==> config.mk <==
export PLATFORM = sky130hd
export DESIGN_NAME = tq_row_pack
export DESIGN_NICKNAME = d
export VERILOG_FILES = /design/src/rtl/tq_row_pack_pkg.sv /design/src/rtl/tq_row_pack.sv
export SDC_FILE = /design/constraint.sdc
export NUM_CORES = 2
export LEC_CHECK = 0
export BUFFER_PORTS_ARGS = -buffer_cell sky130_fd_sc_hd__clkbuf_2
export CORE_ASPECT_RATIO = 1.4
export CORE_MARGIN = 2
export CORE_UTILIZATION = 51
export DETAILED_ROUTE_END_ITERATION = 10
export PLACE_DENSITY = 0.72
export SYNTH_ARGS = -nofsm -noshare
export SYNTH_HDL_FRONTEND = slang
export SYNTH_SLANG_ARGS = --single-unit
==> constraint.sdc <==
create_clock -name clk -period 116.3 [get_ports clk]
set_input_delay 23.26 -clock clk [delete_from_list [all_inputs] [get_ports clk]]
set_output_delay 23.26 -clock clk [all_outputs]
set_load 0.1 [all_outputs]
==> src/rtl/tq_row_pack_pkg.sv <==
// Shared transform/quantisation definitions: block-size encoding, lane counts
// and size helpers used by the row packer and its neighbours.
package tq_row_pack_pkg;

  typedef enum logic [1:0] {TS_4, TS_8, TS_16, TS_32} ts_e;

  typedef enum logic {S_IDLE, S_COLLECT} rp_state_e;

  localparam int LANES    = 32;
  localparam int IN_LANES = 4;
  localparam int SLOTS    = LANES / IN_LANES;

  // Samples per row (also rows per block): 4, 8, 16 or 32.
  function automatic logic [5:0] n_of(input ts_e ts);
    return 6'd4 << ts;
  endfunction

  // Input beats needed to fill one row: 1, 2, 4 or 8.
  function automatic logic [3:0] beats_of(input ts_e ts);
    return 4'd1 << ts;
  endfunction

endpackage

==> src/rtl/tq_row_pack.sv <==
// Collects 4-sample beats into 4/8/16/32-sample rows and emits each row as a
// 32-lane vector one cycle after its final beat; no output stall.
module tq_row_pack
  import tq_row_pack_pkg::*;
#(
  parameter int DATA_W = 16
) (
  input  logic                        clk,
  input  logic                        rst,
  input  logic                        i_start,
  input  logic [1:0]                  i_transize,
  input  logic                        i_inverse,
  input  logic                        i_valid,
  output logic                        i_ready,
  input  logic [IN_LANES*DATA_W-1:0]  i_data,
  output logic                        o_valid,
  output logic [1:0]                  o_transize,
  output logic                        o_inverse,
  output logic [4:0]                  o_row,
  output logic                        o_last,
  output logic [LANES*DATA_W-1:0]     o_data
);

  localparam int BEAT_W = IN_LANES * DATA_W;

  rp_state_e                 r_state, w_next_state;
  ts_e                       r_ts;
  logic                      r_inv;
  logic [2:0]                r_beat_cnt;
  logic [4:0]                r_row_cnt;
  logic [BEAT_W-1:0]         r_buf [SLOTS];
  logic                      r_valid;
  logic [4:0]                r_row;
  logic                      r_last;
  logic [LANES*DATA_W-1:0]   r_data;

  logic                      w_accept;
  logic                      w_row_done;
  logic                      w_blk_done;
  logic [3:0]                w_beats;
  logic [LANES*DATA_W-1:0]   w_row;

  assign i_ready    = (r_state == S_COLLECT);
  assign w_accept   = i_valid && i_ready;
  assign w_beats    = beats_of(r_ts);
  assign w_row_done = w_accept && ({1'b0, r_beat_cnt} == w_beats - 4'd1);
  assign w_blk_done = w_row_done && ({1'b0, r_row_cnt} == n_of(r_ts) - 6'd1);

  // The final beat bypasses the buffer so the row registers on its own edge;
  // slots beyond the block size stay zero regardless of buffer contents.
  always_comb begin
    w_row = '0;
    for (int s = 0; s < SLOTS; s++) begin
      if (4'(s) < w_beats) begin
        if (3'(s) == r_beat_cnt) w_row[s*BEAT_W +: BEAT_W] = i_data;
        else                     w_row[s*BEAT_W +: BEAT_W] = r_buf[s];
      end
    end
  end

  always_ff @(posedge clk or posedge rst) begin
    if (rst) r_state <= S_IDLE;
    else     r_state <= w_next_state;
  end

  always_comb begin
    w_next_state = r_state;
    case (r_state)
      S_IDLE:    if (i_start)    w_next_state = S_COLLECT;
      S_COLLECT: if (w_blk_done) w_next_state = S_IDLE;
      default:                   w_next_state = S_IDLE;
    endcase
  end

  always_ff @(posedge clk or posedge rst) begin
    if (rst) begin
      r_ts       <= TS_4;
      r_inv      <= 1'b0;
      r_beat_cnt <= '0;
      r_row_cnt  <= '0;
      for (int s = 0; s < SLOTS; s++) r_buf[s] <= '0;
      r_valid    <= 1'b0;
      r_row      <= '0;
      r_last     <= 1'b0;
      r_data     <= '0;
    end else begin
      r_valid <= 1'b0;
      if (r_state == S_IDLE && i_start) begin
        r_ts       <= ts_e'(i_transize);
        r_inv      <= i_inverse;
        r_beat_cnt <= '0;
        r_row_cnt  <= '0;
      end else if (w_accept) begin
        if (w_row_done) begin
          r_data     <= w_row;
          r_valid    <= 1'b1;
          r_row      <= r_row_cnt;
          r_last     <= w_blk_done;
          r_beat_cnt <= '0;
          r_row_cnt  <= r_row_cnt + 5'd1;
          for (int s = 0; s < SLOTS; s++) r_buf[s] <= '0;
        end else begin
          r_buf[r_beat_cnt] <= i_data;
          r_beat_cnt        <= r_beat_cnt + 3'd1;
        end
      end
    end
  end

  assign o_valid    = r_valid;
  assign o_transize = r_ts;
  assign o_inverse  = r_inv;
  assign o_row      = r_row;
  assign o_last     = r_last;
  assign o_data     = r_data;

endmodule

# Word-level counts from Yosys, hierarchy flattened
# Index checks and enable logic that the tools add are counted.
# totals
reg_bits,1043
input_bits,71
out_inout_bits,523
elab_cells,88
# op_classes
n_addsub,4
magnitude_cmp,10
eq_ne,9
n_shift,2
muxes,32
bitwise,3
n_reduce_logical,11
# op_table
operator,count
two-way mux 64 bit,17
bitwise mux 512 bit,1
two-way mux 512 bit,1
demux 64 bit (select 3 bit),1
"< comparator 3 x 4 -> 1 bit, first input constant",4
two-way mux 5 bit,3
"== test 3 bit, first input constant",4
two-way mux 3 bit,3
"< comparator 1 x 4 -> 1 bit, first input constant",2
"< comparator 2 x 4 -> 1 bit, first input constant",2
"== test 2 x 3 -> 1 bit, first input constant",2
== test 5 x 6 -> 1 bit,1
"<< shifter 3 x 2 -> 6 bit, first input constant",1
"subtractor 6 x 1 -> 6 bit, second input constant",1
"adder 5 x 1 -> 5 bit, second input constant",1
logical AND 1 bit,5
two-way mux 1 bit,5
== test 3 x 4 -> 1 bit,1
">= comparator 4 bit, second input constant",1
"< comparator 4 x 1 -> 1 bit, second input constant",1
inverter 3 -> 4 bit,1
AND reduction 2 bit,2
nonzero test 2 bit,2
"<< shifter 1 x 2 -> 4 bit, first input constant",1
7 further kinds,8

# Logic depth before layout (Yosys ltp)
# depth
depth_word,7
mapped_depth,9

# Least setup slack after synthesis
# OpenSTA, ideal clock, no wires.
# synth_timing
kind,input to register
start,input i_valid
end,register r_data[403] (netlist: o_data[403])
setup_time_ns,0.096
arrival_time_ns,24.683
required_ns,116.204
slack_ns,91.521
cell_stages,9
n_path_buf,5
path_cell_list,clkbuf_1 > and2_1 > buf_2 > a32oi_2 > buf_4 > buf_4 > buf_1 > nand3_1 > o31ai_1
# synth_via
elab_chain_cells,3
# synth_lines
element,line_no,source
from (decl),tq_row_pack.sv:13,"input logic i_valid,"
logical AND 1 bit (*),tq_row_pack.sv:44,assign w_accept = i_valid && i_ready;
logical AND 1 bit,tq_row_pack.sv:46,"assign w_row_done = w_accept && ({1'b0, r_beat_cnt} == w_beats - 4'd1);"
AND reduction 3 bit (no source line) (*),--,
to (signal assigned),tq_row_pack.sv:95,r_data <= w_row;
to (decl),tq_row_pack.sv:35,logic [LANES*DATA_W-1:0] r_data;
# Mark *: on every way between the ends. The rest lies on a longest branch, timed or not.
# A chain may end at the register's enable or synchronous reset.

# Worst setup path in the final report
# layout_timing
start,input i_valid
end,register r_data[319] (netlist: o_data[319])
# Same word-level chain as after synthesis.

==> impl_metrics.json <==
{
  "vdd_drop_max_mv": 0.0291,
  "start_kind": "primary input",
  "layout-drive-gt1-share_pct": 19.9,
  "ys_seq_area_share_pct": 54.8,
  "synth-edff-count": 0,
  "status": "finished clean",
  "nets": 4824,
  "async_flop_share_pct": 100,
  "tightest_slew_ns": 1.24,
  "synth.distinct_cells": 56,
  "finalSetupViolCount": 0,
  "drt_pre_antenna_iters": 6,
  "syn_nets": 4571,
  "io_buffers": 593,
  "pwr-share-clk_pct": 18.1,
  "final_area_mm2": 0.0540,
  "fin_crit_ns": 26.94,
  "drt_iter0_markers": 4679,
  "relSlewSlack_pct": 17.4,
  "pre_cts_slack_ns": 88.68,
  "period_share_pct": 23.2,
  "die-area_mm2": 0.0958,
  "clk_pin_slew_worst_paths_ns": 0.06,
  "slew_viol_final": 0,
  "power_mw": 1.89,
  "post_dp_cell_area_mm2": 0.0506,
  "core_mm2": 0.0925,
  "dpl.hpwl_um": 92100,
  "die_w_um": 262,
  "wl_um": 160000,
  "rr_worst_depth": 7,
  "hp-class": "register to register",
  "crit_fanout": 105,
  "drc": 0,
  "fill_cells": 7752,
  "initial_utilization_pct": 51.5,
  "rows": 132,
  "clock_latency_ns": 0.72,
  "pwr-share-seq_pct": 31.8,
  "yosys_most_used_dff": "dfrtp_1",
  "skew_ns": 0.0233,
  "whs_ns": 0.480,
  "grt_pass1_wl_um": 241000,
  "cp_cell_sequence": "clkbuf_2, nand3_1, o21bai_4, buf_4, buf_4, buf_4, nand3_1, o31ai_2",
  "rsz0062_at_grt": "false",
  "p_per_area_mw_per_mm2": 34.9,
  "cts_tree": "built",
  "cts.path.max_buffers": 3,
  "final_cells": 6033,
  "setup_ws_ns": 89.36,
  "grt_start_max_net_pins": 217,
  "seqCellArea_mm2": 0.0261,
  "crit_type": "primary input to register",
  "cts_resized": 0,
  "crit_path_end_kind": "register",
  "ys_ff_latch": 1043,
  "multi_input_area_mm2": 0.0194,
  "final_util_pct": 58.4,
  "h-tree-depth": 3,
  "cpMostUsedCell": "buf_4",
  "p_leak_nw": 24.5,
  "intPower_uw": 885,
  "grt.overflow.total": 0,
  "syn_area_mm2": 0.0476,
  "power.share.combinational_pct": 50.1,
  "finalSetupTns_ns": 0,
  "die_h_um": 366,
  "switchingPower_mw": 1.00,
  "via_count": 38857,
  "dp_cells": 5851,
  "cpLargestDelayFamily": "buffers and inverters",
  "gp_congestion": 0.824,
  "postCtsSetupBuffers": 0,
  "syn_inst": 4493,
  "root_buffer": "clkbuf_16",
  "cp.buffers_inverters": 4,
  "post_drt_wl_per_cell_um": 26.4,
  "max_stage_delay_ns": 1.02,
  "cts_buffers": 99,
  "cap_viol_max_count": 0,
  "slowest_stage": "buf_4",
  "sw_frac_of_total_pct": 53.1,
  "crit_cells": 8,
  "worstPathArrival_ns": 27.57,
  "holdPathStages": 2,
  "clock-sinks": 1043,
  "grt_pass1_vias": 37931,
  "num_io_pins": 594,
  "vias_per_cell": 6.44,
  "yosysWarnings": 0,
  "cp.required_ns": 116.92,
  "area_growth_pct": 13.4,
  "antenna_found_initial": 0,
  "synth_area_per_cell_um2": 10.6,
  "track_usage_pct": 32.5,
  "final_antenna_net_count": 0,
  "hold_violations": 0,
  "ctsHoldBuffers": 0,
  "fmax_ghz": 0.0371
}
==> cell usage in the layout, fill, tap and decap left out, drive strengths merged, types with 2 or more instances in the layout <==
cell type and instances:
dfrtp 1043, clkbuf 736, nand2 662, nand3 523, mux2i 516, o31ai 451, o21ai 449, a22o 128
a22oi 125, buf 65, clkinv 24, bufinv 9, a21oi 9, inv 8, ha 7, nor3 6
and2 6, nand2b 5, nor2 5, mux2 5, o211ai 4, clkinvlp 4, nand4 3, nor2b 3
a211oi 3, or2 3, and4 2, a32oi 2, and3b 2, a21o 2, o32ai 2, nor3b 2
nor4 2
==> worst paths after layout <==
| path | endpoint | from | slack, ns |
|---|---|---|---|
| worst min register to register | o_inverse | o_inverse | 0.48 |
| worst max-delay path | o_data[319] | i_valid | 89.36 |
| min in group asynchronous | r_buf[183] | rst | 22.67 |
| worst min-delay path | o_inverse | o_inverse | 0.48 |
| max in group asynchronous | r_buf[476] | rst | 89.57 |
| worst max register to register | o_data[319] | r_beat_cnt[2] | 110.98 |
==> kinds of logic after synthesis <==
logic type,after synthesis,synth area share [%]
compound gates,1182,17.7
simple gates,1227,11.4
buf+inv,513,4.95
fa+ha+maj,7,0.184
flops,1043,54.8
mux,521,11.0
==> final cells by class <==
type | count | share of cell area, %
antenna | 1 | 0.00464
clock buffer | 143 | 5.40
clock inverter | 38 | 0.941
inverter | 7 | 0.0811
multi-input combinational | 2937 | 35.9
sequential | 1043 | 48.4
tap | 1206 | 2.80
timing repair buffer | 658 | 6.52
==> worst register-to-register path: cells and delay by family (launching register included) <==
kind / cells / cell delay [ns]
AO/OA/AOI/OAI: 2 / 0.70
buffers and inverters: 3 / 2.96
flip-flops: 1 / 1.02
AND/OR/NAND/NOR: 2 / 0.55
==> Yosys cell counts (4+ instances only) <==
library cell,n,share of area [%]
a21oi_1,8,0.084
a22o_1,128,2.4
a22oi_1,125,2.0
and2_1,6,0.079
buf_1,12,0.095
buf_2,94,0.99
buf_4,9,0.14
buf_6,37,0.88
clkbuf_1,354,2.8
dfrtp_1,1043,55
ha_1,7,0.18
inv_1,4,0.032
mux2i_1,516,11
nand2_1,661,5.2
nand2b_1,5,0.066
nand3_1,523,5.5
nor2_1,5,0.039
nor3_2,4,0.084
o211ai_1,4,0.063
o21ai_0,365,3.8
o21ai_1,83,0.87
o31ai_1,352,5.6
o31ai_2,99,2.6
==> metal layers <==
metal	vias up	track usage [%]	wire length, um
li1	16686	-	-
met1	19859	44.3	64300
met2	1999	50.4	74500
met3	313	5.51	13000
met4	0	16.5	7740
met5	-	0	0
==> power by group through the flow <==
stage | logic [mW] | registers [mW] | clock network [mW]
finish | 0.946 | 0.599 | 0.341
global route | 0.995 | 0.610 | 0.359
CTS | 0.944 | 0.595 | 0.345
detailed placement | 0.943 | 0.600 | 0
global placement | 0.929 | 0.596 | 0
floorplan | 0.369 | 0.959 | 0
==> state kept, by name (all words and copies together), names as in the netlist <==
signal      count
i_ready         1
o_data        512
o_inverse       1
o_last          1
o_row           5
o_transize      2
o_valid         1
r_beat_cnt      3
r_buf         512
r_row_cnt       5
Note: power is estimated with default switching activity, not from simulation.
